### config.mk
export PLATFORM = sky130hd
export DESIGN_NAME = branch_predictor_bht
export DESIGN_NICKNAME = d
export VERILOG_FILES = /design/src/rtl/branch_predictor_bht.sv
export SDC_FILE = /design/constraint.sdc
export NUM_CORES = 1
export LEC_CHECK = 0
export BUFFER_PORTS_ARGS = -buffer_cell sky130_fd_sc_hd__buf_2
export CAP_MARGIN = 20
export CORE_MARGIN = 5
export CORE_UTILIZATION = 63
export CTS_CLUSTER_SIZE = 12
export DETAILED_ROUTE_END_ITERATION = 10
export PLACE_DENSITY = 0.85
export SYNTH_ARGS = -nofsm -noshare
export SYNTH_HDL_FRONTEND = slang
export SYNTH_SLANG_ARGS = --single-unit
### constraint.sdc
create_clock -name clk -period 15.3 [get_ports clk]
set_input_delay 1.53 -clock clk [delete_from_list [all_inputs] [get_ports clk]]
set_output_delay 1.53 -clock clk [all_outputs]
set_load 0.01 [all_outputs]
### src/rtl/branch_predictor_bht.sv
// Branch history table of saturating counters, bimodal or gshare-indexed, with an
// F->X stage register that carries each prediction to resolution.
module branch_predictor_bht #(
  parameter int AWIDTH    = 32,
  parameter int ENTRIES   = 64,
  parameter int CTR_BITS  = 2,
  parameter int HIST_BITS = 0
) (
  input  logic              clk,
  input  logic              rst,
  input  logic [AWIDTH-1:0] pc_f,
  input  logic              Br_f,
  input  logic              stall,
  input  logic              flush,
  input  logic              Br_x,
  input  logic              BrTrue,
  output logic              BrPred_f,
  output logic              BrPred_x,
  output logic              mispredict,
  output logic [31:0]       br_count,
  output logic [31:0]       miss_count
);

  localparam int IW = $clog2(ENTRIES);
  localparam logic [CTR_BITS-1:0] CTR_INIT = CTR_BITS'((1 << (CTR_BITS - 1)) - 1);
  localparam logic [CTR_BITS-1:0] CTR_MAX  = '1;

  logic [CTR_BITS-1:0] ctr_reg [ENTRIES];
  logic [CTR_BITS-1:0] ctr_cur;
  logic [CTR_BITS-1:0] ctr_next;
  logic [IW-1:0]       ghr_ext;
  logic [IW-1:0]       index_f;
  logic [IW-1:0]       idx_x_reg;
  logic                pred_x_reg;
  logic                valid_x_reg;
  logic                upd;
  logic [31:0]         br_count_reg;
  logic [31:0]         miss_count_reg;
  logic                pc_unused;

  // Only the word-aligned index bits of the PC take part in the lookup.
  assign pc_unused = ^{pc_f[AWIDTH-1:IW+2], pc_f[1:0]};

  assign index_f    = pc_f[IW+1:2] ^ ghr_ext;
  assign BrPred_f   = Br_f & ctr_reg[index_f][CTR_BITS-1];
  assign upd        = Br_x & valid_x_reg & ~stall;
  assign mispredict = Br_x & valid_x_reg & (BrTrue != pred_x_reg);
  assign BrPred_x   = pred_x_reg;
  assign br_count   = br_count_reg;
  assign miss_count = miss_count_reg;
  assign ctr_cur    = ctr_reg[idx_x_reg];

  always_comb begin
    ctr_next = ctr_cur;
    if (BrTrue) begin
      if (ctr_cur != CTR_MAX) ctr_next = ctr_cur + 1'b1;
    end else if (ctr_cur != '0) begin
      ctr_next = ctr_cur - 1'b1;
    end
  end

  // Global history is non-speculative: it only advances when a branch retires.
  generate
    if (HIST_BITS > 0) begin : g_hist
      logic [HIST_BITS-1:0] ghr_reg;
      logic [HIST_BITS-1:0] ghr_next;

      always_comb begin
        ghr_next    = ghr_reg << 1;
        ghr_next[0] = BrTrue;
      end

      always_ff @(posedge clk or posedge rst) begin
        if (rst) begin
          ghr_reg <= '0;
        end else if (upd) begin
          ghr_reg <= ghr_next;
        end
      end

      always_comb begin
        ghr_ext                  = '0;
        ghr_ext[HIST_BITS-1:0]   = ghr_reg;
      end
    end else begin : g_bimodal
      assign ghr_ext = '0;
    end
  endgenerate

  // A write to the entry being read this cycle is seen by fetch only next cycle.
  always_ff @(posedge clk or posedge rst) begin
    if (rst) begin
      for (int i = 0; i < ENTRIES; i++) ctr_reg[i] <= CTR_INIT;
    end else if (upd) begin
      ctr_reg[idx_x_reg] <= ctr_next;
    end
  end

  always_ff @(posedge clk or posedge rst) begin
    if (rst) begin
      pred_x_reg  <= 1'b0;
      idx_x_reg   <= '0;
      valid_x_reg <= 1'b0;
    end else if (flush) begin
      pred_x_reg  <= 1'b0;
      idx_x_reg   <= '0;
      valid_x_reg <= 1'b0;
    end else if (!stall) begin
      pred_x_reg  <= BrPred_f;
      idx_x_reg   <= index_f;
      valid_x_reg <= Br_f;
    end
  end

  always_ff @(posedge clk or posedge rst) begin
    if (rst) begin
      br_count_reg   <= '0;
      miss_count_reg <= '0;
    end else if (upd) begin
      br_count_reg <= br_count_reg + 32'd1;
      if (mispredict) miss_count_reg <= miss_count_reg + 32'd1;
    end
  end

endmodule

==> results of run 1 <==
## stage by stage
stage                     util (%)  setup slack, ps  instance area [um2]
after floorplan                  -             8420                 9660
after global placement        67.3            10020                10200
after detailed placement      67.3            10000                10200
after CTS                     71.2             9980                10800
after global routing          71.4             9870                10800
final                         71.4             9960                10800
## final timing paths
kind | slack [ps] | startpoint | to | depth (start not counted)
worst max-delay path | 9960 | pc_f[2] | BrPred_f | 7
worst min-delay path | 460 | ctr_reg[122] | ctr_reg[122] | 2
worst max register to register | 11420 | idx_x_reg[1] | ctr_reg[94] | 9
worst min register to register | 460 | ctr_reg[122] | ctr_reg[122] | 2
max in group asynchronous | 12570 | rst | idx_x_reg[2] | 3
min in group asynchronous | 1220 | rst | miss_count[17] | 2
## kinds of logic (layout without fill, tap and decap cells)
kind of cell	count (synthesis)	after routing	synth area share (%)
simple gates	372	372	16.8
flops	200	200	52.6
compound gates	172	172	10.1
mux	69	69	11.8
xor+xnor	63	63	5.71
buf+inv	54	133	2.49
fa+ha+maj	4	4	0.492
## area by class of cell
class | count | area, um2
tap | 188 | 235
inverter | 10 | 45.0
timing repair buffer | 91 | 495
multi-input combinational | 680 | 4350
sequential | 200 | 5090
clock inverter | 14 | 161
clock buffer | 18 | 429
fill | 1064 | 4340
## worst min-delay path, delay by kind of cell (launching register included)
family             cells  cell delay [ps]
DFF                    1              370
and+or+nand+nor        1               40
AOI/OAI and AO/OA      1               50
## cells in the mapped netlist (6+ instances only)
| cell | number |
|---|---|
| xor2_1 | 17 |
| mux2i_1 | 25 |
| o21ai_0 | 76 |
| buf_2 | 23 |
| a22oi_1 | 6 |
| nand3_1 | 35 |
| nor2_1 | 37 |
| inv_1 | 10 |
| dfstp_2 | 64 |
| dfrtp_1 | 136 |
| nor2b_1 | 7 |
| clkbuf_1 | 15 |
| nand4_1 | 10 |
| and3_1 | 11 |
| nor3_1 | 10 |
| mux4_2 | 35 |
| xnor2_1 | 46 |
| o21ai_1 | 60 |
| nand2_1 | 233 |
| mux2_2 | 9 |
## power by group through the flow
stage / combinational [mW] / sequential (mW) / clock (mW)
after global placement: 0.0901 / 0.565 / 0
after CTS: 0.0928 / 0.556 / 0.454
final: 0.0946 / 0.557 / 0.451
after floorplan: 0.0619 / 0.565 / 0
after detailed placement: 0.0919 / 0.565 / 0
after global routing: 0.103 / 0.558 / 0.479
## layer usage
metal | part of all wire [%] | wire length [um] | global-route usage [%]
met5 | 0 | 0 | 0
met4 | 3.3 | 778 | 10.8
met3 | 10 | 2440 | 6.34
met2 | 47 | 11200 | 43.0
met1 | 39 | 9290 | 37.0
==> results.ini, run 1 <==
[timing]
rsz0062_at_grt=false
slew_headroom_pct=22.3
period_minus_slack_ps=5340
fmax_ghz=0.187
post-route-period-util_pct=34.9
worst_pin_slew_ps=1160
finalMaxSlewViolations=0
setup_tns_ps=0
fin_worst_skew_ps=19.5
hold_viol_final=0
worst_hold_slack_ps=462
setup_violations=0

[critical_path]
start_kind=primary input
cp_max_fo=17
worst-path-buf-inv=2
crit_chain=buf_2, mux4_2, mux4_2, mux2_2, nand2_1, a21boi_0, buf_2
arrival_ps=3810
path_delay_family=multiplexers
slowest_delay_ps=620
crit_slowest_cell=mux4_2
crit_path_end_kind=primary output
crit_type=primary input to primary output
crit_required_ps=13770

[global_route]
grt_pass1_vias=7322
gr-total-overflow=0
antenna_found_initial=0
grt_usage_pct=27.2
grt_first_pass_wirelength_mm=38.4
grt_max_degree=127

[routing]
wirelength_mm=23.7
drtAntennaViolNets=0
dr.pass1.iters=6
wl_per_cell_um=19.7
drc_errors=0
vias=7606
via_per_inst=6.33
drt_iter0_drc=879

[cts]
clockRootBuffer=clkbuf_16
ctsHoldBuffers=0
insertion_delay_ps=450
clkSinkCount=200
h-tree-depth=4
cts_buffer_depth=2
cts.reportedPaths.clkPinSlew_ps=70
cts_inserted_buffers=17
post_cts_resized=0
cts_tree=yes
cts_setup_buffers=0

[power]
peakVddDrop_uv=113
sw_frac_of_total_pct=26.8
comb_power_share_pct=8.6
p_int_mw=0.806
netSwitchingPower_mw=0.296
clockPowerShare_pct=40.9
p_leak_nw=4.59
p_total_mw=1.10
power_density_nw_per_um2=102
pwr-share-seq_pct=50.5

[synth]
avgSynthCellArea_um2=10.3
async_flop_share_pct=100
synth_top_area_share_pct=35.2
synth-main-ff-cell=dfrtp_1
synthTopCellsByArea=dfrtp_1 (35%), dfstp_2 (17%), nand2_1 (9.0%), mux4_2 (8.2%), xnor2_1 (4.2%)
synth_seq_cells=200
yosysSeqAreaShare_pct=52.6
yosysWarnings=0
synthCells=934
synth_edf_count=0
ys_types=50
yosys.area.top_type=dfrtp_1
syn_nets=975
syn_area_um2=9660

[placed_design]
dp.cells=1167
portBuffers=79
place_congestion=0.887
dp_hpwl_mm=14.9

[outcome]
status=complete, no violations

[final_layout]
post_layout_nonfiller_instances=1201
final_common_cell=nand2_1
area_growth_pct=11.8
drive_above_1_share_pct=23.8
fin_nets=1041
layout_common_cells=nand2_1 (233), dfrtp_1 (134), buf_2 (80)
largest_reg_flops=128
num_antenna_cells=0

[floorplanning]
fp.dieH_um=134
num_io_pins=106
initial_core_util_pct=63.8
core_um2=15100
dieArea_um2=17900
rows=45
die_x_um=134

[flow_run]
maxCapViolations=0

[hold_path]
hold_path_class=flip-flop to flip-flop

Power figures use the tool's default switching activity.
==> run 2: changes to the inputs <==
Settings changed: CORE_UTILIZATION 63 to 53, PLACE_DENSITY 0.85 to 0.76.
Clock period 15.3 ns to 4.89 ns, I/O delays scaled along.
==> run 2 against run 1 <==
Compared with the run above: total power grew to 3.1 times the previous value; clock skew down 7.9 ps; sequential cell count stayed put; first-iteration DRC count down 33%; critical path depth up 1; die area rose by 17%; worst hold slack worse by 160 ps; wire length shrank 2.7%; sequential share of layout area fell by 0.36 points; via count shrank 4.9%; non-clock buffer count shrank 1; global-route usage down 4.8 points; largest power group unchanged; highest routed layer unchanged.
==> results.ini, run 2 (same netlist as run 1, synthesis figures left out) <==
[outcome]
status=complete, no violations

[global_route]
grt_max_degree=201  ; +58%
antenna_found_initial=0  ; unchanged
gr-total-overflow=0  ; unchanged
grt_first_pass_wirelength_mm=38.3  ; -0.36%
grt_pass1_vias=7221  ; -1.4%
grt_usage_pct=22.5  ; -4.8 points

[cts]
h-tree-depth=4  ; unchanged
cts.reportedPaths.clkPinSlew_ps=80  ; about the same
post_cts_resized=0  ; unchanged
clkSinkCount=200  ; unchanged
ctsHoldBuffers=0  ; unchanged
cts_buffer_depth=2  ; unchanged
cts_tree=yes
clockRootBuffer=clkbuf_16
insertion_delay_ps=450  ; about the same
cts_setup_buffers=0  ; unchanged
cts_inserted_buffers=17  ; unchanged

[power]
pwr-share-seq_pct=50.7  ; +0.2 points
p_int_mw=2.49  ; +210%
comb_power_share_pct=8.2  ; -0.4 points
p_leak_nw=4.59  ; about the same
power_density_nw_per_um2=318  ; +210%
sw_frac_of_total_pct=28.0  ; +1.2 points
peakVddDrop_uv=272  ; +140%
clockPowerShare_pct=41.2  ; +0.3 points
netSwitchingPower_mw=0.969  ; +230%

[final_layout]
fillCellCount=1458  ; +37%
drive_above_1_share_pct=23.9  ; +0.12 points
layout_common_cells=nand2_1 (233), dfrtp_1 (134), buf_2 (79)
area_growth_pct=12.7
num_antenna_cells=0  ; unchanged
multi_input_area_um2=4360  ; +0.11%
fin_util_pct=60.6  ; -11 points
largest_reg_flops=128  ; unchanged
final_common_cell=nand2_1
fin_area_um2=10900  ; +0.76%
fin_nets=1040  ; -0.096%
regArea_um2=5090  ; unchanged

[timing]
post-route-period-util_pct=75.9
worst_pin_slew_ps=1130  ; -29.3 ps
worst_slack_ps=1180  ; -8780 ps
worst_hold_slack_ps=297  ; -165 ps
finalMaxSlewViolations=0  ; unchanged
hold_viol_final=0  ; unchanged
period_minus_slack_ps=3710
fin_worst_skew_ps=11.6  ; -7.87 ps
setup_tns_ps=0  ; unchanged
slew_headroom_pct=24.4  ; +2.1 points
rsz0062_at_grt=false
setup_violations=0  ; unchanged
fmax_ghz=0.269

[routing]
met2WireLength_mm=10.6  ; -4.7%
dr.pass1.iters=5  ; -1
maxUsedRoutingLayer=met4
wl_per_cell_um=18.6  ; -5.8%
wl_met3_mm=1.66  ; -32%
drtAntennaViolNets=0  ; unchanged
via_per_inst=5.83  ; -7.9%
drt_iter0_drc=586  ; -33%
drc_errors=0  ; unchanged
wl_met1_mm=10.1  ; +8.5%
vias=7237  ; -4.9%
wirelength_mm=23.0  ; -2.7%

[hold_path]
hold_path_class=primary input to flip-flop

[floorplanning]
initial_core_util_pct=53.8  ; -10 points
rows=49  ; +8.9%
core_um2=18000  ; +19%
num_io_pins=106  ; unchanged
fp.dieH_um=145  ; +8.4%
dieArea_um2=21000  ; +17%
die_x_um=145  ; +8.4%

[critical_path]
start_kind=flip-flop
crit_required_ps=5270  ; -8500 ps
worst-path-buf-inv=1  ; -1
crit_chain=mux4_2, mux2_2, a22oi_1, o211ai_1, or4_1, maj3_2, buf_4, o21ai_1
cp_max_fo=31  ; +14
path_delay_family=flip-flops
slowest_delay_ps=910  ; +290 ps
arrival_ps=4090  ; +280 ps
crit_type=flip-flop to flip-flop
crit_slowest_cell=dfrtp_2
crit_path_end_kind=flip-flop

[placed_design]
post_dp_cell_area_um2=10300  ; +0.83%
portBuffers=79  ; unchanged
dp_slack_ps=1150  ; -8860 ps
place_congestion=0.838  ; -5.5%
dp_hpwl_mm=15.1  ; +1.2%

[flow_run]
maxCapViolations=0  ; unchanged

[run 2: routing by layer]
layer | vias up | GRT usage (%)
li1 | 3400 | -
met1 | 3502 | 31.9
met2 | 272 | 34.2
met3 | 63 | 4.71
met4 | 0 | 8.66
met5 | - | 0
[run 2: per-stage QoR]
stage / std cells / power (mW)
detailed placement: 1209 / 2.07
global route: 1241 / 3.59
CTS: 1241 / 3.48
global placement: 1209 / 2.06
finish: 1241 / 3.46
floorplan: 934 / 1.96
[run 2: layout make-up]
type	instances	area share, %
clock buffers	17	3.91
clock inverters	15	1.72
inverters	10	0.379
multi-input cells	680	40.0
flip-flops and latches	200	46.7
well taps	229	2.63
repair buffers	90	4.62
[run 2: path summary, 6_finish.rpt]
path / startpoint / end / slack [ps] / depth (start not counted)
max: idx_x_reg[1] / ctr_reg[22] / 1180 / 8
min: Br_f / valid_x_reg / 300 / 3
max reg2reg: idx_x_reg[1] / ctr_reg[22] / 1180 / 8
min reg2reg: ctr_reg[86] / ctr_reg[86] / 460 / 2
max in group asynchronous: rst / idx_x_reg[1] / 3810 / 3
min in group asynchronous: rst / ctr_reg[27] / 370 / 3
[run 2: worst reg2reg max path: stages (launching register included)]
cell and delay, ps:
dfrtp_2 910, mux4_2 610, mux2_2 290, a22oi_1 240, o211ai_1 150, or4_1 430
maj3_2 520, buf_4 310, o21ai_1 190
[run 2: power groups by stage]
stage / Sequential [mW] / Clock [mW] / Combinational [mW]
2_1_floorplan: 1.77 / 0 / 0.194
3_3_place_gp: 1.78 / 0 / 0.280
3_5_place_dp: 1.78 / 0 / 0.284
4_1_cts: 1.75 / 1.44 / 0.285
5_1_grt: 1.76 / 1.52 / 0.311
6_report: 1.75 / 1.42 / 0.283
